### config.mk
export PLATFORM = sky130hd
export DESIGN_NAME = stage_id_pipe
export DESIGN_NICKNAME = d
export VERILOG_FILES = /design/src/rtl/stage_id_pipe.sv
export SDC_FILE = /design/constraint.sdc
export NUM_CORES = 2
export LEC_CHECK = 0
export BUFFER_PORTS_ARGS = -buffer_cell sky130_fd_sc_hd__buf_2
export CORE_ASPECT_RATIO = 0.8
export CORE_MARGIN = 2
export CORE_UTILIZATION = 60
export CTS_CLUSTER_DIAMETER = 200
export CTS_CLUSTER_SIZE = 20
export DETAILED_ROUTE_END_ITERATION = 6
export PLACE_DENSITY_LB_ADDON = 0.25
export SYNTH_ARGS = -nofsm -noshare
export SYNTH_HDL_FRONTEND = slang
export SYNTH_SLANG_ARGS = --single-unit
export TNS_END_PERCENT = 5
### constraint.sdc
create_clock -name clk -period 37.8 [get_ports clk]
set_input_delay 1.89 -clock clk [delete_from_list [all_inputs] [get_ports clk]]
set_output_delay 1.89 -clock clk [all_outputs]
set_load 0.01 [all_outputs]
### src/rtl/stage_id_pipe.sv
// stage_id_pipe
// -------------
// Instruction-decode stage for an RV32 integer pipeline. It holds the
// architectural register file, decodes the incoming instruction into
// operands, a sign-extended immediate and control bits, detects load-use
// hazards against the instruction in ID/EX, and owns the ID/EX register.
//
// Ports
//   clk, rst          clock, asynchronous active-high reset
//   in_valid          instruction input is valid
//   instruction       RV32 instruction from fetch
//   flush             kill the instruction entering ID/EX (taken branch)
//   ex_hold           downstream stall, ID/EX keeps its contents
//   reg_write         writeback enable
//   write_reg         writeback register index
//   write_data        writeback data
//   stall             combinational, upstream holds instruction and PC
//   ex_valid          ID/EX holds a real instruction
//   ex_reg_data1/2    source operands
//   ex_immediate      sign-extended immediate
//   ex_rs1/rs2/rd     register indices
//   ex_funct          {instruction[30], funct3}
//   ex_RegWrite .. ex_Branch, ex_ULAOp   decoded control bits

module stage_id_pipe #(
  parameter int XLEN   = 32,
  parameter int REG_AW = 5
) (
  input  logic              clk,
  input  logic              rst,
  input  logic              in_valid,
  input  logic [31:0]       instruction,
  input  logic              flush,
  input  logic              ex_hold,
  input  logic              reg_write,
  input  logic [REG_AW-1:0] write_reg,
  input  logic [XLEN-1:0]   write_data,
  output logic              stall,
  output logic              ex_valid,
  output logic [XLEN-1:0]   ex_reg_data1,
  output logic [XLEN-1:0]   ex_reg_data2,
  output logic [XLEN-1:0]   ex_immediate,
  output logic [REG_AW-1:0] ex_rs1,
  output logic [REG_AW-1:0] ex_rs2,
  output logic [REG_AW-1:0] ex_rd,
  output logic [3:0]        ex_funct,
  output logic              ex_RegWrite,
  output logic              ex_MemRead,
  output logic              ex_MemWrite,
  output logic              ex_MemtoReg,
  output logic              ex_ULASrc,
  output logic              ex_Branch,
  output logic [1:0]        ex_ULAOp
);

  localparam int NREG = 2 ** REG_AW;

  localparam logic [6:0] OP_R      = 7'b0110011;
  localparam logic [6:0] OP_LOAD   = 7'b0000011;
  localparam logic [6:0] OP_STORE  = 7'b0100011;
  localparam logic [6:0] OP_BRANCH = 7'b1100011;
  localparam logic [6:0] OP_IMM    = 7'b0010011;

  typedef struct packed {
    logic              valid;
    logic [XLEN-1:0]   data1;
    logic [XLEN-1:0]   data2;
    logic [XLEN-1:0]   imm;
    logic [REG_AW-1:0] rs1;
    logic [REG_AW-1:0] rs2;
    logic [REG_AW-1:0] rd;
    logic [3:0]        funct;
    logic              reg_wr;
    logic              mem_rd;
    logic              mem_wr;
    logic              mem_to_reg;
    logic              ula_src;
    logic              branch;
    logic [1:0]        ula_op;
  } idex_t;

  idex_t           idex_q, idex_d;
  idex_t           dec;
  logic [XLEN-1:0] regs_q [NREG];
  logic [XLEN-1:0] regs_d [NREG];

  logic [6:0]        opcode;
  logic [REG_AW-1:0] rs1, rs2, rd;
  logic [XLEN-1:0]   imm_i, imm_s, imm_b;
  logic              hazard;

  // ---------------------------------------------------------------------
  // Field extraction and immediates
  // ---------------------------------------------------------------------
  always_comb begin
    opcode = instruction[6:0];
    rs1    = REG_AW'(instruction[19:15]);
    rs2    = REG_AW'(instruction[24:20]);
    rd     = REG_AW'(instruction[11:7]);
    imm_i  = {{(XLEN-12){instruction[31]}}, instruction[31:20]};
    imm_s  = {{(XLEN-12){instruction[31]}}, instruction[31:25], instruction[11:7]};
    imm_b  = {{(XLEN-13){instruction[31]}}, instruction[31], instruction[7],
              instruction[30:25], instruction[11:8], 1'b0};
  end

  // ---------------------------------------------------------------------
  // Register file next state; entry 0 is pinned to zero
  // ---------------------------------------------------------------------
  always_comb begin
    regs_d = regs_q;
    if (reg_write && (write_reg != '0)) begin
      regs_d[write_reg] = write_data;
    end
    regs_d[0] = '0;
  end

  // ---------------------------------------------------------------------
  // Decode of the instruction currently presented
  // ---------------------------------------------------------------------
  always_comb begin
    dec       = '0;
    dec.valid = 1'b1;
    dec.rs1   = rs1;
    dec.rs2   = rs2;
    dec.rd    = rd;
    dec.funct = {instruction[30], instruction[14:12]};

    // Write-through so an instruction reading a register being written back
    // this cycle sees the new value without a separate bypass stage.
    if (reg_write && (write_reg != '0) && (write_reg == rs1)) begin
      dec.data1 = write_data;
    end else begin
      dec.data1 = regs_q[rs1];
    end
    if (reg_write && (write_reg != '0) && (write_reg == rs2)) begin
      dec.data2 = write_data;
    end else begin
      dec.data2 = regs_q[rs2];
    end

    unique case (opcode)
      OP_R: begin
        dec.reg_wr = 1'b1;
        dec.ula_op = 2'b10;
      end
      OP_LOAD: begin
        dec.reg_wr     = 1'b1;
        dec.mem_rd     = 1'b1;
        dec.mem_to_reg = 1'b1;
        dec.ula_src    = 1'b1;
        dec.ula_op     = 2'b00;
        dec.imm        = imm_i;
      end
      OP_STORE: begin
        dec.mem_wr  = 1'b1;
        dec.ula_src = 1'b1;
        dec.ula_op  = 2'b00;
        dec.imm     = imm_s;
      end
      OP_BRANCH: begin
        dec.branch = 1'b1;
        dec.ula_op = 2'b01;
        dec.imm    = imm_b;
      end
      OP_IMM: begin
        dec.reg_wr  = 1'b1;
        dec.ula_src = 1'b1;
        dec.ula_op  = 2'b11;
        dec.imm     = imm_i;
      end
      default: begin
      end
    endcase
  end

  // ---------------------------------------------------------------------
  // Load-use hazard and stall
  // ---------------------------------------------------------------------
  always_comb begin
    hazard = idex_q.valid && idex_q.mem_rd && (idex_q.rd != '0) && in_valid &&
             ((idex_q.rd == rs1) || (idex_q.rd == rs2));
    // A flush kills the dependent instruction anyway, so it need not wait.
    stall  = (hazard && !flush) || ex_hold;
  end

  // ---------------------------------------------------------------------
  // ID/EX next state: flush > hold > hazard bubble > load
  // ---------------------------------------------------------------------
  always_comb begin
    idex_d = '0;
    if (flush) begin
      idex_d = '0;
    end else if (ex_hold) begin
      idex_d = idex_q;
    end else if (hazard || !in_valid) begin
      idex_d = '0;
    end else begin
      idex_d = dec;
    end
  end

  always_ff @(posedge clk or posedge rst) begin
    if (rst) begin
      idex_q <= '0;
      for (int i = 0; i < NREG; i++) begin
        regs_q[i] <= '0;
      end
    end else begin
      idex_q <= idex_d;
      regs_q <= regs_d;
    end
  end

  // ---------------------------------------------------------------------
  // Outputs
  // ---------------------------------------------------------------------
  assign ex_valid     = idex_q.valid;
  assign ex_reg_data1 = idex_q.data1;
  assign ex_reg_data2 = idex_q.data2;
  assign ex_immediate = idex_q.imm;
  assign ex_rs1       = idex_q.rs1;
  assign ex_rs2       = idex_q.rs2;
  assign ex_rd        = idex_q.rd;
  assign ex_funct     = idex_q.funct;
  assign ex_RegWrite  = idex_q.reg_wr;
  assign ex_MemRead   = idex_q.mem_rd;
  assign ex_MemWrite  = idex_q.mem_wr;
  assign ex_MemtoReg  = idex_q.mem_to_reg;
  assign ex_ULASrc    = idex_q.ula_src;
  assign ex_Branch    = idex_q.branch;
  assign ex_ULAOp     = idex_q.ula_op;

endmodule

### Word-level counts from Yosys, hierarchy flattened

Index checks and enable logic that the tools add are counted.

* input port bits: 75
* flip-flop bits (word level): 1116

* bitwise logic cells: 3
* equality and inequality tests: 10
* multiplexer cells: 21
* reductions and logical operators: 19
* $lt $le $gt $ge: 4

Operators by type and width (number)
* $bwmux W1024: 1
* $mux W124: 3
* $bmux W32 S5: 2
* $mux W32: 7
* $demux W32 S5: 1
* $pmux W32 S3: 1
* $eq A5 B5 Y1: 4
* $ge A6 B6 Y1 const B: 3
* $not A5 Y6: 3
* $eq A7 B6 Y1 const B: 2
* $reduce_bool A5 Y1: 2
* $logic_and A1 B1 Y1: 9
* $eq A7 B2 Y1 const B: 1
* $eq A7 B5 Y1 const B: 1
* $eq A7 B7 Y1 const B: 1
* $lt A6 B1 Y1 const B: 1
* $pmux W2 S3: 1
* $reduce_or A3 Y1: 2
* $mux W1: 5
* $logic_or A1 B1 Y1: 3
* $logic_not A1 Y1: 2
* $ne A2 B2 Y1 const B: 1
* $reduce_or A2 Y1: 1

### Logic depth before layout (Yosys ltp)

* word-level depth: 8
* depth in mapped cells: 10
* mapped depth without buffers: 6

### Worst setup path before layout

OpenSTA, ideal clock, no wires.

* kind: input -> output
* start point: input instruction[20]
* end point: output stall
* data required time: 35910 ps
* slack: 33080 ps
* arrival time: 2830 ps
* stages on the path: 5
* path through: buf_4 > xor2_1 > nor3_1 > a22oi_1 > o31ai_1

* word-level cells in the longest chain between the ends: 5

RTL lines
* start, declared: RTL line 32 `input logic [31:0] instruction,`
* $eq A5 B5 Y1: RTL line 181 `((idex_q.rd == rs1) || (idex_q.rd == rs2));`
* $logic_or A1 B1 Y1: RTL line 181
* $logic_and A1 B1 Y1: RTL line 180 `hazard = idex_q.valid && idex_q.mem_rd && (idex_q.rd != '0) && in_valid &&`
* $logic_and A1 B1 Y1: RTL line 183 `stall = (hazard && !flush) || ex_hold;`
* $logic_or A1 B1 Y1: RTL line 183
* end, declared: RTL line 38 `output logic stall,`

Every way passes these cells.

### Final worst setup path

* start point: input instruction[17]
* end point: output stall

Same word-level chain as after synthesis.

==> parameters.txt <==
Parameter                              Value

Clock network
  Clock latency of the later-clocked register in the worst-skew pair    about 0.7 ns
  Maximum level of the CTS H-tree    2
  Buffer type at the clock tree root    sky130_fd_sc_hd__clkbuf_16
  Number of clock sinks seen by CTS    roughly 1,100
  Number of clock buffers inserted by TritonCTS    60
  Clock transition time at the flip-flop clock pins of the worst setup and hold paths    around 0.09 ns
  Clock tree from TritonCTS    built
  Number of buffers added to fix hold violations after cts    0
  Cts repair resizes    0
  Deepest clock path buffer count    3
  Setup repair bufs after CTS    0

Yosys
  Cell accounting for the most synthesized area    sky130_fd_sc_hd__dfrtp_1
  Sequential cell area fraction in the yosys report    roughly 47%
  Net count after synthesis    between 4,000 and 5,000
  Post-synth design cell area    around 0.058 sq mm
  Top cells by instance count after synthesis    sky130_fd_sc_hd__dfrtp_1 (1,096), sky130_fd_sc_hd__mux2_2 (993), sky130_fd_sc_hd__mux4_2 (350)
  Most instantiated library cell after synthesis    sky130_fd_sc_hd__dfrtp_1
  Count of cell types in the netlist    57
  Synthesized instance count    about 4,200
  Cells taking the most area after synthesis    sky130_fd_sc_hd__dfrtp_1 (47%), sky130_fd_sc_hd__mux2_2 (19%), sky130_fd_sc_hd__mux4_2 (14%), sky130_fd_sc_hd__mux2i_1 (4.0%), sky130_fd_sc_hd__mux2_1 (1.4%)
  Synthesized area divided by synthesized cell count    13.7 sq um
  Area fraction of the dominant cell type after synthesis    ~47%
  Share of synthesized flip-flops with an asynchronous set or reset    100%
  Top FF cell, synth    sky130_fd_sc_hd__dfrtp_1
  Warning count from the yosys run    0
  Number of enable-type register cells in the synthesized netlist    0
  Number of synthesized register bits    about 1,100

Worst setup path
  Origin of the worst setup path    instruction[17]
  Worst EP required    ~36 ns
  Capturing point of the worst reg2reg path    ex_reg_data1[0]
  Reg-to-reg setup timing slack    about 35 ns
  Kind of critical path    input pin to output port
  Data arrival time of the critical path    about 3.7 ns
  Worst R2R Start    ex_rd[1]
  Endpoint of the most critical setup path    stall
  CP Max Fanout    59
  Cell depth of the worst flop-to-flop path    6
  Crit start category    input pin
  Capturing element type of the critical path    output port

Global routing
  Met2 global-route usage    between 50% and 60%
  M3 GR Usage    ~13%
  Vias in the first global route    between 30,000 and 40,000
  Maximum number of pins on one net before global-route repair    about 180
  Met1 Usage GRT    around 55%
  Tot GR Track Use    37.9%
  Antenna violations before repair    16
  First-pass GRT wire length    272,000 microns
  Highest-utilization routing layer at the global route stage    met1
  Global route total overflow    0

Die
  Die outline width    351 microns
  Std cell rows    about 100
  Boundary pin count    200
  Full die area    a little under 0.1 sq mm
  Starting Density    around three fifths
  Area of the placeable core    around 0.095 sq mm
  Vertical extent of the die    282 microns

Route
  Number of design rule violations left after detail routing    0
  First DRT Iteration DRCs    between 5,000 and 6,000
  Routed wire per std cell    34.3 microns
  Detailed-route wire length    186,000 microns
  Antenna-violating nets left    0
  First-pass iteration count of the detailed router    5
  Total via count after detailed routing    approximately 40,000
  Routed via count divided by cell count    roughly 7.4

Placement
  Placement Cell Area    between 0.05 and 0.06 sq mm
  Number of cells in the design after placement    5,345
  Place WS    approximately 32 ns
  Half-perimeter wire length after detailed placement    105,000 microns
  Final estimated routing congestion in global placement    around 0.86
  Port Buffer Count    roughly 200

Layout
  Total area of multi-input combinational cells    about 0.028 sq mm
  Total number of nets in the final design    between 4,000 and 5,000
  Sequential cell area    0.0274 sq mm
  Final non-filler cell total    5,417
  Share of post-route cells with drive strength above 1    a little over two fifths
  Area added between synthesis and finish    5.04%
  Final-layout fill cell count    7,172
  Final Instance Area    slightly above 0.06 sq mm

Pwr
  Peak supply drop    0.0000479 V
  PD cells    47.0 mW/mm^2
  Switching power share of the total    between 20% and 30%
  Standby leakage power    between 0.02 and 0.03 uW
  Net switching power    823 uW
  Part of the power in registers    approximately 54%
  Cell Int Power    2040 uW
  Clock power share    between 20% and 30%
  Combinational Power Share    between 20 and 25%

Timing
  Final number of max-transition violations    0
  Setup repair after global routing missed its margin    no
  Count of endpoints failing hold in the final timing report    0
  Setup ws final    32.22 ns
  Worst slew margin    about a quarter
  Setup TNS Final    0 ns
  Final-report setup violation count    0
  Fmax achieved    ~180 MHz
  Setup Skew    ~0.025 ns
  Shortest period the worst path allows    approximately 5.6 ns
  Smallest hold slack    between 0.4 and 0.5 ns
  Slew at the pin with the worst max-slew slack    ~1.1 ns
  Post-route fraction of the period consumed by the critical path    ~15%

Run status
  Outcome    finished, final reports clean

Min path
  Type of the tightest min-delay check    flip-flop to flip-flop

Run
  Max-cap check violation count    0
## cell families after synthesis
kind of cell | synth area share, %
AND/OR/NAND/NOR | 3.95
AO/OA/AOI/OAI | 6.02
XOR/XNOR | 0.302
buffers and inverters | 4.01
flip-flops | 47.4
multiplexers | 38.4
## power by group through the flow
stage               combinational, uW  clock (uW)  sequential (uW)
finish                            629         683             1550
global route                      673         729             1570
global placement                  606           0             1550
CTS                               624         686             1540
detailed placement                623           0             1560
floorplan                         502           0             1510
## area by class of cell
cell class | count | share of cell area [%]
clock buffer | 61 | 2.51
tap | 1287 | 2.65
inverter | 5 | 0.0432
timing repair buffer | 282 | 2.88
multi-input combinational | 2675 | 46.8
clock inverter | 1 | 0.0494
sequential | 1096 | 45.1
antenna | 10 | 0.0411
## per-layer routing
| layer | part of all wire, % | wire [microns] | vias to the layer above |
|---|---|---|---|
| met5 | 0.058 | 107 | - |
| met4 | 4.0 | 7380 | 16 |
| met3 | 14 | 25900 | 464 |
| met2 | 42 | 77400 | 2688 |
| met1 | 40 | 74800 | 21100 |
| li1 | - | - | 15700 |
## stage by stage
step                      power [uW]  util [%]
after floorplan                 2010         -
final                           2860      63.9
after detailed placement        2180      62.2
after global placement          2150      62.2
after global routing            2970      63.8
after CTS                       2850      63.8
## worst min path at each step
stage	slack [ns]	end	startpoint	cells past startpoint
global route	0.50	ex_immediate[4]	ex_immediate[4]	2
floorplan	0.48	regs_q[367]	regs_q[367]	1
global placement	0.45	ex_immediate[11]	ex_immediate[11]	2
CTS	0.49	ex_rs2[4]	ex_rs2[4]	2
finish	0.48	ex_immediate[4]	ex_immediate[4]	2
detailed placement	0.47	ex_rs2[4]	ex_rs2[4]	2
## sequential cells by signal (all words and copies together), names as in the netlist, 4 cells and up
name,flops
ex_reg_data1,32
ex_rd,5
ex_reg_data2,32
ex_immediate,13
regs_q,992
ex_rs2,5
ex_funct,4
ex_rs1,5
## critical path, cell delays in order
cell	delay, ns
sky130_fd_sc_hd__buf_4	0.36
sky130_fd_sc_hd__buf_12	0.46
sky130_fd_sc_hd__xor2_1	0.18
sky130_fd_sc_hd__nor2_1	0.06
sky130_fd_sc_hd__a22oi_1	0.40
sky130_fd_sc_hd__o31ai_1	0.13
sky130_fd_sc_hd__buf_2	0.16
## cells in the final DEF (no fill, tap or decap), drive strengths merged, types with 3 or more instances in the layout
master   Yosys  layout
inv          5       5
mux4       350     350
nand4        6       6
a211oi      24      24
diode        0      10
nor3b        4       4
a221o       11      11
mux2      1065    1065
a32o         8       8
mux2i      234     234
nand2      184     184
nor4        22      22
dfrtp     1096    1096
a221oi      78      78
nor3        70      70
o2111ai     10      10
o221ai       5       5
a21oi       35      35
a22o        26      26
o211ai       5       5
nand3       38      38
o21ai      169     169
or2          5       5
nor2       111     111
and2         3       3
a22oi       84      84
nor2b       10      10
xor2        20      20
buf        260     281
and3         4       4
nand2b      31      31
nand3b       3       3
clkbuf     195      62
o22ai       46      46
nand4b       3       3
No activity file was read; power rests on OpenSTA's default activity.
